===== src/rtl/univ_bin_counter_monitor.sv =====
// Run-time checker for univ_bin_counter: a shadow model predicts q and flags divergence.
// Optional tick checking is enabled by defining UBC_MON_TICK_CHECK_EN.
module univ_bin_counter_monitor #(
  parameter int N     = 3,
  parameter int ERR_W = 8,
  parameter int HALT  = 1
) (
  input  logic             clk,
  input  logic             reset_n,
  input  logic             syn_clr,
  input  logic             load,
  input  logic             en,
  input  logic             up,
  input  logic [N-1:0]     d,
  input  logic [N-1:0]     q,
  input  logic             max_tick,
  input  logic             min_tick,
  input  logic             check_en,
  input  logic             resync,
  input  logic             clr_err,
  output logic [1:0]       state,
  output logic [N-1:0]     exp_q,
  output logic             err,
  output logic [ERR_W-1:0] err_cnt,
  output logic [N-1:0]     first_exp_q,
  output logic [N-1:0]     first_obs_q
);

  typedef enum logic [1:0] {
    IDLE   = 2'b00,
    CHECK  = 2'b01,
    HALTED = 2'b10
  } state_t;

  state_t         state_q, state_nxt;
  logic [N-1:0]   exp_q_nxt;
  logic           do_check, q_fault, tick_fault, mismatch;

  // Same priority as the counter itself: syn_clr, then load, then count.
  function automatic logic [N-1:0] next_val(input logic [N-1:0] v, input logic sc,
                                            input logic ld, input logic e, input logic u,
                                            input logic [N-1:0] dv);
    if (sc)          return '0;
    else if (ld)     return dv;
    else if (e && u) return v + N'(1);
    else if (e)      return v - N'(1);
    else             return v;
  endfunction

  always_comb begin
    do_check = (state_q == CHECK) && check_en && !resync;
    q_fault  = (q != exp_q);
`ifdef UBC_MON_TICK_CHECK_EN
    tick_fault = (max_tick != (exp_q == '1)) || (min_tick != (exp_q == '0));
`else
    tick_fault = 1'b0;
`endif
    mismatch = do_check && (q_fault || tick_fault);
  end

`ifndef UBC_MON_TICK_CHECK_EN
  logic unused_ticks;
  assign unused_ticks = max_tick ^ min_tick;
`endif

  always_ff @(posedge clk or negedge reset_n) begin
    if (!reset_n) begin
      state_q <= IDLE;
      exp_q   <= '0;
    end else begin
      state_q <= state_nxt;
      exp_q   <= exp_q_nxt;
    end
  end

  // The model advances from its own prediction in CHECK, never from q.
  always_comb begin
    state_nxt = state_q;
    exp_q_nxt = exp_q;
    if (resync) begin
      state_nxt = IDLE;
    end else begin
      case (state_q)
        IDLE: begin
          if (check_en) begin
            state_nxt = CHECK;
            exp_q_nxt = next_val(q, syn_clr, load, en, up, d);
          end
        end
        CHECK: begin
          if (!check_en) begin
            state_nxt = IDLE;
          end else begin
            exp_q_nxt = next_val(exp_q, syn_clr, load, en, up, d);
            if (mismatch && (HALT != 0)) state_nxt = HALTED;
          end
        end
        HALTED:  state_nxt = HALTED;
        default: state_nxt = IDLE;
      endcase
    end
  end

  // A mismatch on the same edge as clr_err counts as the first error after the clear.
  always_ff @(posedge clk or negedge reset_n) begin
    if (!reset_n) begin
      err         <= 1'b0;
      err_cnt     <= '0;
      first_exp_q <= '0;
      first_obs_q <= '0;
    end else if (mismatch) begin
      err <= 1'b1;
      if (clr_err)           err_cnt <= ERR_W'(1);
      else if (err_cnt != '1) err_cnt <= err_cnt + ERR_W'(1);
      if (!err || clr_err) begin
        first_exp_q <= exp_q;
        first_obs_q <= q;
      end
    end else if (clr_err) begin
      err         <= 1'b0;
      err_cnt     <= '0;
      first_exp_q <= '0;
      first_obs_q <= '0;
    end
  end

  assign state = state_q;

endmodule


===== config.mk =====
export PLATFORM = sky130hd
export DESIGN_NAME = univ_bin_counter_monitor
export DESIGN_NICKNAME = d
export VERILOG_FILES = /design/src/rtl/univ_bin_counter_monitor.sv
export SDC_FILE = /design/constraint.sdc
export NUM_CORES = 1
export LEC_CHECK = 0
export CAP_MARGIN = 20
export CORE_ASPECT_RATIO = 1.25
export CORE_MARGIN = 8
export CORE_UTILIZATION = 40
export CTS_BUF_LIST = sky130_fd_sc_hd__clkbuf_16
export CTS_CLUSTER_SIZE = 16
export DETAILED_ROUTE_END_ITERATION = 6
export HOLD_SLACK_MARGIN = 0.08
export PLACE_DENSITY = 0.76
export SKIP_CTS_REPAIR_TIMING = 1
export SLEW_MARGIN = 30
export SYNTH_ARGS = -nofsm -noshare
export SYNTH_HDL_FRONTEND = slang
export SYNTH_SLANG_ARGS = --single-unit

===== constraint.sdc =====
create_clock -name clk -period 5.13 [get_ports clk]
set_input_delay 1.2825 -clock clk [delete_from_list [all_inputs] [get_ports clk]]
set_output_delay 1.2825 -clock clk [all_outputs]
set_load 0.01 [all_outputs]

==> impl_metrics.yaml <==
sta:
  grt_setup_unrepaired: "false"
  hold_viol: 0
  final-setup-viol-count: 0
  skew_ns: 0.004049
  max_freq_mhz: 330.6
  slew_headroom: 0.6947
  totalNegativeSetupSlack_ns: 0
  post-route-worst-setup-slack_ns: 2.105
  finalWorstPathRequiredPeriod_ns: 3.025
  worst-slew-pin-transition_ns: 0.4580
  timing.final.crit_share: 0.5896
  count_of_pins_over_their_slew_limit: 0
clock_tree:
  cts_htree_levels: 1
  clkSinkCount: 20
  cts.root.buffer_cell: "clkbuf_16"
  tritoncts_clock_tree: "yes"
  clkLatencyLatePin_ns: 0.25
  path_clk_slew_ns: 0.06
  clock_tree.buffer_depth: 2
  cts-buffers-inserted: 3
final_layout:
  final_layout_size_suffix_gt1_frac: 0.07895
  most_common_cell_after_layout_fill_and_taps_aside: "clkdlybuf4s50_1"
  multi_input_area_um2: 634.4
  areaGrowthSynthToFinish_pct: 39.92
  finish.net_count: 174
  fin_util: 0.5736
  num_antenna_cells: 0
  n_fill_cell: 263
  final_cell_mix: "33 x clkdlybuf4s50_1, 20 x dfrtp_1, 8 x inv_1"
  final-seq-area_um2: 500.5
setup_path:
  critical_path_class: "input pin to flop"
  worstPathRequired_ns: 5.26
  cp-end-kind: "flop"
  worstPathMaxFanout: 7
  worst_setup_path_start_kind: "input pin"
  worst_ep_arrival_time_ns: 3.16
detailed_routing:
  num_vias: 1063
  via_density_per_instance: 5.654
  final_antenna_net_count: 0
  wirelength_um: 3034
  wire_per_inst_um: 16.14
  detail_route.first_pass.iterations: 5
  detailed_router_s_first_iteration_violation_count: 56
  detail_route.drc_violations: 0
synth:
  synth.largest_area_cell: "dfrtp_1"
  yosys_warnings: 0
  synthDominantCellAreaShare: 0.4224
  synthDistinctLibCells: 44
  gate_count_of_the_mapped_netlist: 116
  synth_async_sr_flop_share: 1.000
  postSynth.topFlopCell: "dfrtp_1"
  number_of_enable_type_register_cells_in_the_synthesized_netlist: 0
  synth.yosys.seq_area_share: 0.4224
  synth_area_per_cell_um2: 10.21
  synth.top_cells.by_area: "dfrtp_1 42%, a22o_1 5.2%, ha_1 3.2%"
  synthesis.area_mm2: 0.001185
  synth_fp_nets: 137
  synth_seq_cells: 20
grt:
  grt_pass1_wl_um: 5168
  grt_start_max_net_pins: 21
  grtUsageTotal: 0.1248
  grt-ovfl-total: 0
  via_count_of_the_first_global_routing_pass: 1142
  number_of_antenna_violations_at_the_first_check_in_global_routing: 0
pwr:
  total_leakage_power_uw: 0.0006960
  vdd_ir_drop_max_mv: 0.1528
  power.density_cell_area_mw_per_mm2: 283.7
placement:
  numPortBuffers: 34
  placer_s_final_routability_congestion_estimate: 0.7654
  post-dp-hpwl_um: 2341
  pre_cts_slack_ns: 1.882
floorplanning:
  total_core_area_mm2: 0.002890
  fp-row-count: 22
  die_height_um: 76.85
  io_pins: 37
  die_w_um: 64.68
  initial_core_util: 0.4100
  die-area_mm2: 0.004971
worst_hold_path:
  hp-class: "flop to flop"
job:
  cap_viol_max_count: 0
status:
  status: "finished clean"
[synth_stat cells (2+ instances only)]
cell,count
a21oi_1,7
a22o_1,7
a31oi_1,2
a32o_1,2
and3_1,2
and4_4,2
dfrtp_1,20
ha_1,3
inv_1,8
mux2_2,2
nand2_1,7
nand3_1,5
nand4_1,2
nor2_1,4
nor2b_1,2
o211ai_1,3
o21ai_0,2
o31ai_1,3
or4_1,3
xnor2_1,3
xor2_1,4
[where the power goes]
part / total [µW] / leakage (µW) / internal, µW / switching (µW)
Combinational: 80.9 / 0.000371 / 42.5 / 38.4
Clock: 213 / 0.0000511 / 155 / 58.3
Sequential: 176 / 0.000274 / 165 / 11.3
Total: 470 / 0.000696 / 362 / 108
[final cells by class]
cell class                      count  share of cell area
Clock buffer                        3             0.04528
Clock inverter                      1             0.01811
Multi-Input combinational cell     85              0.3826
Sequential cell                    20              0.3019
Inverter                            8             0.01811
Timing Repair Buffer               35              0.2068
Tap cell                           36             0.02717
[cells by family (layout without fill, tap and decap cells)]
group | after synthesis | in the layout | share of synthesized area
adder cells (fa/ha/maj) | 4 | 4 | 0.04858
buffers and inverters | 11 | 47 | 0.04223
AND/OR/NAND/NOR | 33 | 33 | 0.1668
XOR/XNOR | 7 | 7 | 0.05174
multiplexers | 4 | 4 | 0.03696
flip-flops | 20 | 20 | 0.4224
AO/OA/AOI/OAI | 37 | 37 | 0.2313
[final timing paths]
check                      cells past startpoint                         end  slack, ns                  startpoint
max reg2reg                                    5      err_cnt[3]$_DFFE_PN0P_       3.27      err_cnt[0]$_DFFE_PN0P_
max                                            7        exp_q[2]$_DFFE_PN0P_       2.11                          en
min                                            1  first_exp_q[1]$_DFFE_PN0P_       0.51  first_exp_q[1]$_DFFE_PN0P_
min in group asynchronous                      1      err_cnt[6]$_DFFE_PN0P_       0.98                     reset_n
min reg2reg                                    1  first_exp_q[1]$_DFFE_PN0P_       0.51  first_exp_q[1]$_DFFE_PN0P_
max in group asynchronous                      1      err_cnt[1]$_DFFE_PN0P_       3.84                     reset_n
[critical path, stage by stage]
cell	delay (ns)
clkdlybuf4s50_1	0.55
and2_1	0.26
fa_1	0.37
xor2_1	0.18
xnor2_1	0.14
a31oi_1	0.10
a32o_1	0.27
[sequential cells by signal (all words and copies together), names as in the netlist]
signal,cells
err,1
first_obs_q,3
err_cnt,8
state,2
exp_q,3
first_exp_q,3
[per-layer routing]
metal	vias up	GRT usage	part of all wire
li1	517	-	-
met2	35	0.2034	0.50
met3	2	0.04797	0.076
met5	-	0	0
met1	509	0.1456	0.42
met4	0	0.03939	0.0043
[metrics by stage]
step	total power, µW	cell area [µm²]	instances	hold slack [ns]
after floorplan	218.0	1185	116	0.5437
after global placement	257.8	1558	184	0.4923
after detailed placement	260.6	1558	184	0.4956
after CTS	474.5	1663	188	0.5121
after global routing	492.5	1658	188	0.5158
final	470.4	1658	188	0.5102
(Power assumes the default switching activity.)
